===== config.mk =====
export PLATFORM = sky130hd
export DESIGN_NAME = switch_toggle_gen
export DESIGN_NICKNAME = d
export VERILOG_FILES = /design/src/rtl/lamp_pkg.sv /design/src/rtl/debounce_chan.sv /design/src/rtl/switch_toggle_gen.sv
export SDC_FILE = /design/constraint.sdc
export NUM_CORES = 1
export LEC_CHECK = 0
export BUFFER_PORTS_ARGS = -buffer_cell sky130_fd_sc_hd__buf_4
export CORE_ASPECT_RATIO = 2
export CORE_UTILIZATION = 33
export DETAILED_ROUTE_END_ITERATION = 8
export PLACE_DENSITY_LB_ADDON = 0.08
export SYNTH_ARGS = -nofsm -noshare
export SYNTH_HDL_FRONTEND = slang
export SYNTH_SLANG_ARGS = --single-unit

===== constraint.sdc =====
create_clock -name clk -period 1.9 [get_ports clk]
set_clock_uncertainty 0.1 [all_clocks]
set_input_delay 0.38 -clock clk [delete_from_list [all_inputs] [get_ports clk]]
set_output_delay 0.38 -clock clk [all_outputs]
set_load 0.005 [all_outputs]

===== src/rtl/lamp_pkg.sv =====
// Shared types and defaults for the lamp-control subsystem.
// The lamp timer's bench reuses the default debounce constants.
package lamp_pkg;

  localparam int unsigned N_SW          = 3;
  localparam int unsigned DB_CYCLES_DEF = 16;
  localparam int unsigned CNT_W_DEF     = 16;

  typedef enum logic [1:0] {
    STABLE_LOW,
    CHK_HIGH,
    STABLE_HIGH,
    CHK_LOW
  } db_state_t;

endpackage


===== src/rtl/debounce_chan.sv =====
// One pushbutton channel: 2-flop synchronizer, debounce FSM, and a toggling level.
// The level flips and a one-cycle pulse fires only on an accepted press.
module debounce_chan
  import lamp_pkg::*;
#(
  parameter int unsigned DB_CYCLES = DB_CYCLES_DEF,
  parameter int unsigned CNT_W     = CNT_W_DEF
) (
  input  logic clk,
  input  logic rst_n,
  input  logic btn_i,
  output logic level_o,
  output logic pulse_o
);

  localparam logic [CNT_W-1:0] CntLast = CNT_W'(DB_CYCLES - 1);
  localparam logic [CNT_W-1:0] CntOne  = CNT_W'(1);

  logic [1:0]       sync_q;
  logic             sync;
  db_state_t        state_q;
  logic [CNT_W-1:0] cnt_q;
  logic             level_q;
  logic             pulse_q;

  always_ff @(posedge clk or negedge rst_n) begin
    if (!rst_n) begin
      sync_q <= 2'b00;
    end else begin
      sync_q <= {sync_q[0], btn_i};
    end
  end

  assign sync = sync_q[1];

  // The counter counts the samples already seen at the new level, so entering a
  // check state loads 1 and acceptance happens on the DB_CYCLES-th sample.
  always_ff @(posedge clk or negedge rst_n) begin
    if (!rst_n) begin
      state_q <= STABLE_LOW;
      cnt_q   <= '0;
      level_q <= 1'b0;
      pulse_q <= 1'b0;
    end else begin
      pulse_q <= 1'b0;
      unique case (state_q)
        STABLE_LOW: begin
          if (sync) begin
            state_q <= CHK_HIGH;
            cnt_q   <= CntOne;
          end else begin
            cnt_q <= '0;
          end
        end
        CHK_HIGH: begin
          if (!sync) begin
            state_q <= STABLE_LOW;
            cnt_q   <= '0;
          end else if (cnt_q == CntLast) begin
            state_q <= STABLE_HIGH;
            cnt_q   <= '0;
            level_q <= ~level_q;
            pulse_q <= 1'b1;
          end else begin
            cnt_q <= cnt_q + CntOne;
          end
        end
        STABLE_HIGH: begin
          if (!sync) begin
            state_q <= CHK_LOW;
            cnt_q   <= CntOne;
          end else begin
            cnt_q <= '0;
          end
        end
        CHK_LOW: begin
          if (sync) begin
            state_q <= STABLE_HIGH;
            cnt_q   <= '0;
          end else if (cnt_q == CntLast) begin
            // Releases are accepted silently: no toggle, no pulse.
            state_q <= STABLE_LOW;
            cnt_q   <= '0;
          end else begin
            cnt_q <= cnt_q + CntOne;
          end
        end
        default: begin
          state_q <= STABLE_LOW;
          cnt_q   <= '0;
        end
      endcase
    end
  end

  assign level_o = level_q;
  assign pulse_o = pulse_q;

endmodule


===== src/rtl/switch_toggle_gen.sv =====
// Conditions three bouncy pushbuttons into toggling switch levels for the lamp timer.
// any_press lets the timer retrigger even when two levels flip in the same cycle.
module switch_toggle_gen
  import lamp_pkg::*;
#(
  parameter int unsigned DB_CYCLES = DB_CYCLES_DEF,
  parameter int unsigned CNT_W     = CNT_W_DEF
) (
  input  logic            clk,
  input  logic            rst_n,
  input  logic [N_SW-1:0] btn_raw,
  output logic [N_SW-1:0] sw_level,
  output logic [N_SW-1:0] press_pulse,
  output logic            any_press
);

  for (genvar i = 0; i < N_SW; i++) begin : g_chan
    debounce_chan #(
      .DB_CYCLES(DB_CYCLES),
      .CNT_W    (CNT_W)
    ) u_chan (
      .clk    (clk),
      .rst_n  (rst_n),
      .btn_i  (btn_raw[i]),
      .level_o(sw_level[i]),
      .pulse_o(press_pulse[i])
    );
  end

  assign any_press = |press_pulse;

endmodule


# Word-level counts from Yosys, hierarchy flattened
# Index checks and enable logic that the tools add are counted.
# word_totals
mem_bits_ro	0
latch_bits	0
mem_count	0
regBits	66
inputBits	5
ram_bits	0
# classes
reduce_logical	10
multipliers	0
order_cmp	0
n_eq_ne	24
bitwise_logic	3
add_sub_neg	3
n_mux	48
n_shift	0
div_mod_pow	0
# ops
cell	count
one-hot mux 16 bit (4 select lines)	3
two-way mux 16 bit	9
adder 16 x 1 -> 16 bit, second input constant	3
== test 16 x 4 -> 1 bit, second input constant	3
two-way mux 2 bit	18
one-hot mux 2 bit (4 select lines)	3
two-way mux 1 bit	15
== test 2 bit, second input constant	6
AND reduction 4 bit	3
inequality test 3 x 1 -> 1 bit, second input constant	3
inequality test 3 bit, second input constant	3
AND reduction 3 bit	3
== test 2 x 1 -> 1 bit, second input constant	3
logical NOT 2 bit	3
inequality test 2 x 1 -> 1 bit, second input constant	3
inequality test 2 bit, second input constant	3
NOT 1 bit	3
OR reduction 3 bit	1

# Depth between registers and ports, before layout
# depth
depth_word	4
mapped_depth	7
mapped_depth_nobuf	5

# Hierarchy
# A second synthesis with hierarchy kept.
# unflattened
hier_cells	281
area_unflattened_um2	3099.2
# modules_own_cells
mod	n_inst	area_per_inst_um2	cells_each	seq_area_each_um2
debounce_chan at g_chan[0].u_chan ...	2	1031.0	92	550.5
debounce_chan at g_chan[2].u_chan	1	1031.0	96	550.5
switch_toggle_gen	1	6.3	1	0.0

# Worst setup path after synthesis
# No wires, ideal clock.
# synth_path
kind	flip-flop to flip-flop
start	register g_chan[0].u_chan.cnt_q[8]
end	register g_chan[0].u_chan.cnt_q[11]
stages_incl_launch_ff	7
t_arrival_ps	1687
setup_slack_ps	-6
cell_sequence	dfrtp_1 or4_1 nor4_2 or2_1 buf_2 buf_6 nor2_1
# synth_via
elab_chain_cells	4
elab_cells_between_ends	6
cone_classes	add/sub: 1; eq/ne: 1; mux: 4
# synth_rtl
item	line	rtl
start: declaration	debounce_chan.sv:22	logic [CNT_W-1:0] cnt_q;
start signal: assignment	debounce_chan.sv:50	cnt_q <= CntOne;
start signal: assignment	debounce_chan.sv:65	cnt_q <= cnt_q + CntOne;
start signal: assignment	debounce_chan.sv:71	cnt_q <= CntOne;
adder 16 x 1 -> 16 bit / == test 16 x 4 -> 1 bit (equally long branches)	n/a	
two-way mux 16 bit *	debounce_chan.sv:59, debounce_chan.sv:80	
two-way mux 16 bit, on equally long branches	debounce_chan.sv:77, debounce_chan.sv:56	
one-hot mux 16 bit (4 select lines) *	debounce_chan.sv:46	unique case (state_q)
# Every way passes the cells marked *; elsewhere a longest branch is shown, timed or not.
# A chain may end at the register's enable or synchronous reset.

==> flow_metrics.py <==
metrics = {
    "critical_path": {
        "worstPathArrival_ps": 2000,
        "crit_path_top_delay_cell": "or4_4",
        "worstPathCellList": "or4_4 > nor4_4 > nand2_1 > mux2_4",
        "startpoint_type": "flop",
        "crit_type": "flop to flop",
        "slowest_delay_ps": 550,
        "cp_data_required_time_ps": 2020,
        "end_kind": "flop",
        "cp_max_fo": 3,
        "r2r_setup_slack_ps": 20,
    },
    "clock_network": {
        "cts_tree": "built",
        "clockBufferDepth": 2,
        "htreeDepth": 3,
        "root_buffer": "clkbuf_16",
        "clkTransAtPathRegs_ps": 60,
        "cts_sinks": 66,
        "clk_latency_ps": 340,
        "numCtsBuffers": 9,
    },
    "sta": {
        "final.min_clock_period_ps": 1881,
        "finalSetupViolations": 0,
        "timing.hold.ws_ps": 49.83,
        "final-max-slew-violation-count": 0,
        "max_slew_margin_pct": 67.11,
        "post-route-period-util_pct": 99.00,
        "tns_ps": 0,
        "clock.fmax_mhz": 531.6,
        "tightest_slew_ps": 493.4,
        "hold_viol_final": 0,
        "rsz0062_at_grt": "true",
    },
    "synthesis": {
        "syn_area_um2": 3052,
        "synthCells": 295,
        "synth_area_leaders": "dfrtp_1 54%, xnor2_1 10%, nor2_1 5.8%",
        "ys_seq_elements": 66,
        "yosysWarnings": 0,
        "syn-num-nets": 303,
        "synth_area_leader_cell": "dfrtp_1",
        "avgSynthCellArea_um2": 10.34,
        "ys_types": 34,
        "synth_top_area_share_pct": 54.12,
        "yosysSeqAreaShare_pct": 54.12,
    },
    "power": {
        "p_comb_share_pct": 3.5,
        "p_seq_share_pct": 46.5,
        "internal-power_w": 0.002391,
        "power_w": 0.003105,
        "leakagePower_nw": 1.628,
        "pwr-share-clk_pct": 50.0,
        "powerDensity_nw_per_um2": 821.8,
        "vdd_ir_drop_max_mv": 0.4765,
        "power_switching_w": 0.0007143,
        "swShare_pct": 23.00,
    },
    "final_layout": {
        "n_antenna_cell": 0,
        "nets": 348,
        "synthToLayoutAreaGrowth_pct": 23.82,
        "drive_gt1_share_pct": 20.87,
        "final_core_util_pct": 41.93,
        "finalInstanceArea_um2": 3779,
        "nFillCells": 871,
    },
    "floorplanning": {
        "rows": 49,
        "die_area_um2": 9660,
        "die_h_um": 138.0,
        "start_util_pct": 33.86,
        "fp.coreArea_um2": 9012,
        "chipWidth_um": 70,
        "io_pins": 12,
    },
    "grt": {
        "antenna_found_initial": 0,
        "grt_max_degree": 37,
        "grt_first_pass_wirelength_um": 11020,
        "grt_pass1_vias": 2277,
        "grt_use_total_pct": 15.45,
        "overflow": 0,
    },
    "route": {
        "ant_nets": 0,
        "vias": 2245,
        "drtIter0Drc": 95,
        "firstDrtPassIters": 3,
        "wl_per_cell_um": 14.85,
        "drt_wl_total_um": 6636,
        "route.detailed.drc": 0,
        "drt-vias-per-instance": 5.022,
    },
    "placement": {
        "dp_hpwl_um": 4831,
        "place_congestion": 0.7223,
        "dpl_cell_area_um2": 3458,
        "io_buffers": 11,
    },
    "run": {
        "maxCapViolations": 0,
    },
    "min_path": {
        "hp-class": "input pin to flop",
    },
    "outcome": {
        "status": "finished, final reports clean",
    },
}
==> power groups by stage <==
stage | Clock [W] | Combinational, W | Sequential (W)
4_1_cts | 0.00160 | 0.000115 | 0.00145
2_1_floorplan | 0 | 0.0000469 | 0.00147
6_report | 0.00155 | 0.000109 | 0.00145
3_5_place_dp | 0 | 0.000113 | 0.00147
5_1_grt | 0.00165 | 0.000127 | 0.00145
3_3_place_gp | 0 | 0.000113 | 0.00147
==> layer usage <==
metal  part of all wire, %  global-route usage [%]  vias to the layer above
met2                    56                   29.06                       21
met5                     0                       0                        -
li1                      -                       -                     1097
met1                    39                   15.11                     1117
met4                   2.4                   8.889                        0
met3                   2.4                   3.779                       10
==> cell usage after synthesis <==
| cell type | count |
|---|---|
| a21o_1 | 3 |
| a21oi_1 | 1 |
| a21oi_2 | 1 |
| and2_1 | 3 |
| and3_1 | 2 |
| and4_1 | 3 |
| buf_2 | 1 |
| buf_4 | 6 |
| buf_6 | 1 |
| clkbuf_1 | 4 |
| dfrtp_1 | 66 |
| ha_1 | 3 |
| inv_1 | 14 |
| mux2_1 | 1 |
| mux2_2 | 2 |
| nand2_1 | 14 |
| nand3_1 | 16 |
| nand4_1 | 10 |
| nand4_2 | 1 |
| nand4b_1 | 3 |
| nor2_1 | 47 |
| nor3_1 | 14 |
| nor4_1 | 16 |
| nor4_2 | 1 |
| o21ai_0 | 1 |
| o22ai_1 | 3 |
| o31ai_1 | 1 |
| or2_1 | 1 |
| or2_2 | 3 |
| or3_1 | 2 |
| or4_1 | 4 |
| or4_4 | 1 |
| xnor2_1 | 35 |
| xor2_1 | 11 |
==> cells in the final DEF, fill, tap and decap left out, types with 2 or more instances in the layout <==
| cell type | instances |
|---|---|
| and3_1 | 2 |
| and2_1 | 3 |
| mux2_2 | 2 |
| and4_1 | 3 |
| nand4b_1 | 3 |
| dfrtp_1 | 66 |
| or2_2 | 3 |
| nor4_1 | 16 |
| or4_4 | 3 |
| buf_4 | 43 |
| or3_1 | 2 |
| xnor2_1 | 35 |
| o22ai_1 | 3 |
| clkinv_4 | 2 |
| nor2_1 | 47 |
| nand2_1 | 14 |
| clkinvlp_4 | 3 |
| ha_1 | 3 |
| buf_12 | 2 |
| nand3_1 | 16 |
| inv_1 | 14 |
| nor3_1 | 14 |
| nand4_1 | 10 |
| clkbuf_16 | 9 |
| or4_1 | 2 |
| xor2_1 | 11 |
| a21o_1 | 3 |
==> path summary, 6_finish.rpt <==
kind / start / depth (start not counted) / to
max in group asynchronous: rst_n / 3 / g_chan[2].u_chan.pulse_o
max reg2reg: g_chan[0].u_chan.cnt_q[8] / 4 / flop
min reg2reg: g_chan[1].u_chan.sync_q[0] / 0 / g_chan[1].u_chan.sync_q[1]
min: btn_raw[0] / 1 / g_chan[0].u_chan.sync_q[0]
min in group asynchronous: rst_n / 2 / g_chan[0].u_chan.cnt_q[0]
max: g_chan[0].u_chan.cnt_q[8] / 4 / flop
==> logic make-up after synthesis <==
logic type	synth area share, %
AOI/OAI and AO/OA	2.214
xor gates and xnor gates	13.20
adders and majority gates	1.230
buffers and inverters	4.223
DFF	54.12
muxes	1.107
and+or+nand+nor	23.90
==> cell type report <==
class / count / area [µm²] / area share (%)
multi-input combinational: 203 / 1291 / 34.17
timing repair buffer: 46 / 372.9 / 9.868
clock buffer: 11 / 242.7 / 6.424
sequential: 66 / 1652 / 43.71
tap: 102 / 127.6 / 3.377
inverter: 14 / 52.55 / 1.391
clock inverter: 5 / 40.04 / 1.060
==> critical path: cells and delay by family (launching register included) <==
family,cells,cell delay [ps]
flip-flops,1,380
multiplexers,1,300
AND/OR/NAND/NOR,3,980
==> sequential cells by signal (all words and copies together), names as in the netlist, named ones only <==
| signal | count |
|---|---|
| g_chan.u_chan.cnt_q | 48 |
| g_chan.u_chan.pulse_o | 3 |
| g_chan.u_chan.sync_q | 6 |
| g_chan.u_chan.level_o | 3 |
| g_chan.u_chan.state_q | 3 |
==> through the flow <==
stage / std cells / setup WS [ps]
floorplan: 295 / 15.99
global placement: 429 / -49.73
detailed placement: 429 / -45.89
CTS: 446 / 9.546
global route: 447 / -61.53
finish: 447 / 18.94
==> what timing repair did <==
| action | 4_1_cts | 5_1_grt |
|---|---|---|
| endpoints found under the hold margin | 34 | 0 |
| gates cloned | 0 | 0 |
| setup buffers | 0 | 1 |
| setup endpoints to repair | 16 | 16 |
| hold buffers | 1 | 0 |
| gates resized for setup | 2 | 2 |
| pin swaps | 1 | 2 |
Note: power is estimated with default switching activity, not from simulation.
